### src/rtl/data_recv.sv
// AXI-stream receive checker: hunts for frame sync on tlast, then checks an
// incrementing 32-bit pattern replicated over 8 lanes. Optional error capture
// registers are built only when DATA_RECV_CAPTURE_EN is defined.

module data_recv_lane #(
  parameter int VEC_W = 32
) (
  input  logic [VEC_W-1:0] lane_data,
  input  logic [VEC_W-1:0] exp_val,
  output logic             mis
);
  assign mis = (lane_data != exp_val);
endmodule

module data_recv #(
  parameter int FRAME_BEATS = 16,
  parameter int LOSS_THRESH = 4,
  parameter int ERR_CNT_W   = 16
) (
  input  logic                 axis_aclk,
  input  logic                 axis_aresetn,
  input  logic                 axis_tvalid,
  input  logic [255:0]         axis_tdata,
  input  logic [31:0]          axis_tkeep,
  input  logic                 axis_tlast,
  input  logic                 clr_cnt,
  output logic                 lock,
  output logic                 beat_err,
  output logic                 err_sticky,
  output logic [ERR_CNT_W-1:0] err_cnt,
  output logic [31:0]          frame_cnt
`ifdef DATA_RECV_CAPTURE_EN
  ,
  output logic [255:0]         cap_data,
  output logic [31:0]          cap_expect,
  output logic                 cap_valid
`endif
);
  localparam int NUM_LANES = 8;
  localparam int VEC_W     = 32;
  localparam int IDX_W     = $clog2(FRAME_BEATS);

  typedef enum logic {HUNT, CHECK} state_t;

  state_t                            state, state_nxt;
  logic [VEC_W-1:0]                  exp_val;
  logic [IDX_W-1:0]                  beat_idx;
  logic [3:0]                        consec;
  logic [NUM_LANES-1:0]              lane_mis;
  logic [NUM_LANES-1:0][VEC_W-1:0]   lanes;
  logic                              last_exp, beat_bad, chk_beat, is_err, loss, sync;
  logic [4:0]                        consec_inc;

  assign lanes = axis_tdata;

  for (genvar k = 0; k < NUM_LANES; k++) begin : g_lane
    data_recv_lane #(.VEC_W(VEC_W)) u_lane (
      .lane_data (lanes[k]),
      .exp_val   (exp_val),
      .mis       (lane_mis[k])
    );
  end

  always_comb begin
    last_exp   = (beat_idx == IDX_W'(FRAME_BEATS - 1));
    beat_bad   = (|lane_mis) | (axis_tkeep != 32'hFFFF_FFFF) | (axis_tlast != last_exp);
    chk_beat   = axis_tvalid && (state == CHECK);
    sync       = axis_tvalid && axis_tlast && (state == HUNT);
    is_err     = chk_beat && beat_bad;
    consec_inc = {1'b0, consec} + 5'd1;
    loss       = is_err && (consec_inc >= 5'(LOSS_THRESH));
  end

  always_comb begin
    state_nxt = state;
    case (state)
      HUNT:    if (sync) state_nxt = CHECK;
      CHECK:   if (loss) state_nxt = HUNT;
      default: state_nxt = HUNT;
    endcase
  end

  always_ff @(posedge axis_aclk) begin
    if (!axis_aresetn) state <= HUNT;
    else               state <= state_nxt;
  end

  assign lock = (state == CHECK);

  always_ff @(posedge axis_aclk) begin
    if (!axis_aresetn) begin
      exp_val    <= '0;
      beat_idx   <= '0;
      consec     <= '0;
      beat_err   <= 1'b0;
      err_sticky <= 1'b0;
      err_cnt    <= '0;
      frame_cnt  <= '0;
    end else begin
      beat_err <= is_err;
      if (sync) begin
        exp_val  <= lanes[0] + 32'd1;
        beat_idx <= '0;
        consec   <= '0;
      end else if (chk_beat) begin
        // exp free-runs; a missing beat is detected, never resynced to
        exp_val  <= exp_val + 32'd1;
        beat_idx <= (axis_tlast || last_exp) ? '0 : beat_idx + 1'b1;
        consec   <= (!beat_bad || loss) ? 4'd0 : consec_inc[3:0];
      end
      if (clr_cnt) begin
        err_sticky <= 1'b0;
        err_cnt    <= '0;
        frame_cnt  <= '0;
      end else begin
        if (is_err) err_sticky <= 1'b1;
        if (is_err && (err_cnt != '1)) err_cnt <= err_cnt + 1'b1;
        if (chk_beat && axis_tlast) frame_cnt <= frame_cnt + 32'd1;
      end
    end
  end

`ifdef DATA_RECV_CAPTURE_EN
  always_ff @(posedge axis_aclk) begin
    if (!axis_aresetn || clr_cnt) begin
      cap_data   <= '0;
      cap_expect <= '0;
      cap_valid  <= 1'b0;
    end else if (is_err && !cap_valid) begin
      cap_data   <= axis_tdata;
      cap_expect <= exp_val;
      cap_valid  <= 1'b1;
    end
  end
`endif

endmodule

### config.mk
export PLATFORM = sky130hd
export DESIGN_NAME = data_recv
export DESIGN_NICKNAME = d
export VERILOG_FILES = /design/src/rtl/data_recv.sv
export SDC_FILE = /design/constraint.sdc
export NUM_CORES = 1
export LEC_CHECK = 0
export ABC_AREA = 1
export BUFFER_PORTS_ARGS = -buffer_cell sky130_fd_sc_hd__buf_2
export CORE_MARGIN = 1.5
export CORE_UTILIZATION = 35
export DETAILED_ROUTE_END_ITERATION = 10
export GPL_ROUTABILITY_DRIVEN = 0
export PLACE_DENSITY_LB_ADDON = 0.12
export SETUP_SLACK_MARGIN = 0.02
export SYNTH_ARGS = -nofsm -noshare
export SYNTH_HDL_FRONTEND = slang
export SYNTH_SLANG_ARGS = --single-unit
export TNS_END_PERCENT = 20
### constraint.sdc
create_clock -name axis_aclk -period 6.6 [get_ports axis_aclk]
set_input_delay 1.32 -clock axis_aclk [delete_from_list [all_inputs] [get_ports axis_aclk]]
set_output_delay 1.32 -clock axis_aclk [all_outputs]
set_load 0.05 [all_outputs]
==> flow_summary.json <==
{
  "initial_core_util_pct": 35.5,
  "dpl.cell_count": 2506,
  "arrival_ns": 4.05,
  "hold_end": "err_sticky",
  "stdcell_count": 2529,
  "slew_headroom_pct": 26.5,
  "wirelength_mm": 38.3,
  "worst-r2r-setup-slack_ns": 3.33,
  "dieWidth_microns": 171,
  "hold_viol_final": 0,
  "cts.sinks": 91,
  "fin_crit_sh_pct": 57.4,
  "drtAntennaViolNets": 0,
  "final_layout_size_suffix_gt1_share_pct": 19.1,
  "synthFlopType": "dfxtp_1",
  "cts_inserted_buffers": 9,
  "critPathKind": "input port to flip-flop",
  "yosysSeqAreaShare_pct": 18.5,
  "maxCapViolCount": 0,
  "place_area_sq_um": 11700,
  "wl_met2_mm": 18.0,
  "wire_per_inst_microns": 15.2,
  "hp-start": "err_sticky",
  "yosys_warnings": 0,
  "crit_family": "simple AND/OR/NAND/NOR gates",
  "yosysTopAreaCell": "nand2_1",
  "die_h_microns": 171,
  "setup_violations": 0,
  "synth_area_per_cell_sq_um": 5.34,
  "wl_met1_mm": 16.6,
  "fin_area_sq_um": 12000,
  "final_nets": 2439,
  "synth_area_sq_um": 9840,
  "end_kind": "flip-flop",
  "io_pins": 344,
  "timing.rr.end": "err_cnt[9]",
  "clk_path_buf_depth": 2,
  "worstReg2RegStart": "exp_val[30]",
  "max_clock_freq_mhz": 264,
  "root_buffer": "clkbuf_16",
  "path_clk_slew_ns": 0.08,
  "synth-seq-cells": 91,
  "crit_chain": "buf_2 > nand3_4 > inv_1 > nand2_1 > o21ai_2 > ha_1 > inv_1 > nor3_1 > nand2_1 > nor3_1 > or2_1 > nand3_1 > nand3_1 > inv_1",
  "rsz0062_at_grt": "no",
  "p_per_area_nw_per_um2": 147,
  "rows": 61,
  "drv_slew": 0,
  "required_ns": 6.86,
  "vdd_drop_max_mv": 0.134,
  "crit_path_top_delay_cell": "nand3_4",
  "fin_skew_ns": 0.0129,
  "viasPerCell": 4.79,
  "clkLatencyLatePin_ns": 0.36,
  "hpwl_mm": 31.6,
  "synthArstFlopShare_pct": 0,
  "r2r_cells": 14,
  "cts_resized": 0,
  "cts_tree": "yes",
  "drtPass1Iterations": 5,
  "slowest_delay_ns": 0.48,
  "synth_cells": 1843,
  "grt_max_degree": 64,
  "antenna_found_initial": 10,
  "ys_types": 47,
  "critPathBufInv": 4,
  "setup.worst_path.start": "axis_tlast",
  "vias": 12100,
  "cts_hold_buf": 0,
  "grt_overflow_total": 0,
  "fillers": 3135,
  "period_needed_ns": 3.79,
  "synth-edff-count": 0,
  "synth_top_area_share_pct": 26.3,
  "grt_pass1_vias": 11200,
  "met3_length_mm": 2.60,
  "htree_levels": 3,
  "synth_nets": 2143,
  "worst_pin_slew_ns": 1.10,
  "syn_to_final_growth_pct": 22.2,
  "fin_tns_setup_ns": 0,
  "start_kind": "input port",
  "whs_path_depth": 2,
  "core_region_area_sq_um": 27700,
  "cp_common_cell": "inv_1",
  "p_leak_nw": 6.52,
  "grt_use_total_pct": 26.0,
  "path_max_fanout": 63,
  "drc_errors": 0,
  "post_cts_buffers": 0,
  "portBuffers": 343,
  "synthTopCellsByArea": "nand2_1 26%, dfxtp_1 19%, inv_1 10%",
  "die_area_sq_um": 29100,
  "outcome": "finished, final reports clean",
  "drtIter0Drc": 830,
  "min_path_type": "flip-flop to flip-flop",
  "grt_pass1_wl_mm": 58.8,
  "top_layer": "met5"
}
## area by class of cell
type                       instances  area [sq um]  share of cell area (%)
antenna                            7          17.5                   0.146
inverter                         286          1070                    8.94
clock inverter                     7          85.1                   0.708
tap                              378           473                    3.93
multi-input combinational       1406          6590                    54.8
timing repair buffer             345          1730                    14.4
clock buffer                       9           225                    1.87
sequential                        91          1820                    15.2
## synth_stat cells (all sizes together), types with 2 or more instances
cell type    n
inv        284
nand2      693
dfxtp       91
o21ai      114
o211ai      18
a21o         3
o21a         4
nor2       248
nand3       75
nor4         6
nand3b       4
a21oi       45
xor2        45
xnor2       43
clkbuf      16
a211oi       2
and2         5
buf         44
nand4       43
nor3        29
clkinv       2
o21bai       3
or2          9
ha           7
o311ai       5
## worst max-delay path by stage
stage / cells past startpoint / endpoint / slack (ns)
after floorplan: 13 / exp_val[24] / 3.55
after global placement: 14 / exp_val[24] / 2.52
after detailed placement: 14 / exp_val[24] / 2.46
after CTS: 14 / exp_val[24] / 2.83
after global routing: 14 / exp_val[24] / 2.45
final: 14 / exp_val[24] / 2.81
## placed cells by master (no fill, tap or decap), drive strengths merged, types with 43 or more instances in the layout
cell type  Yosys  layout
xor2          45      45
a21oi         45      45
nand4         43      43
buf           44     345
inv          284     286
o21ai        114     114
nand2        693     693
dfxtp         91      91
nor2         248     248
nand3         75      75
xnor2         43      43
## stage by stage
stage	utilization (%)	hold WS [ns]	total power (W)	setup WS [ns]
floorplan	-	0.424	0.00100	3.55
global placement	42.2	0.440	0.00122	2.52
detailed placement	42.2	0.453	0.00122	2.46
CTS	43.3	0.464	0.00178	2.83
global route	43.4	0.481	0.00188	2.45
finish	43.4	0.458	0.00176	2.81
## power breakdown
group,internal (W),switching [W]
logic,0.000225,0.000364
registers,0.000569,0.0000539
clock network,0.000300,0.000252
total,0.00109,0.000670
## worst register-to-register path, cell delays in order, from the launching register on
cell	delay, ns
dfxtp_1	0.70
inv_1	0.26
nand2_1	0.11
nand2_1	0.05
nor2_1	0.15
nand2_1	0.14
nor2_1	0.19
nand2_1	0.07
nor2_1	0.08
nand2_1	0.07
nor2_1	0.29
nand3_2	0.50
nand3_4	0.36
nand2_1	0.08
a21oi_1	0.13
## cell families after synthesis
kind of cell	synth area share, %
compound gates	11.1
flops	18.5
buf+inv	14.5
simple gates	47.1
fa+ha+maj	0.890
xor+xnor	7.84
## sequential cells by signal, summed over array words and instances (netlist names)
signal / count
beat_idx: 4
beat_err: 1
err_sticky: 1
frame_cnt: 32
lock: 1
exp_val: 32
consec: 4
err_cnt: 16
## per-layer routing
| metal | vias up | GRT usage [%] |
|---|---|---|
| met5 | - | 0 |
| met4 | 4 | 8.89 |
| met3 | 70 | 3.75 |
| met2 | 406 | 45.6 |
| met1 | 5361 | 32.5 |
| li1 | 6270 | - |
No activity file was read; power rests on OpenSTA's default activity.
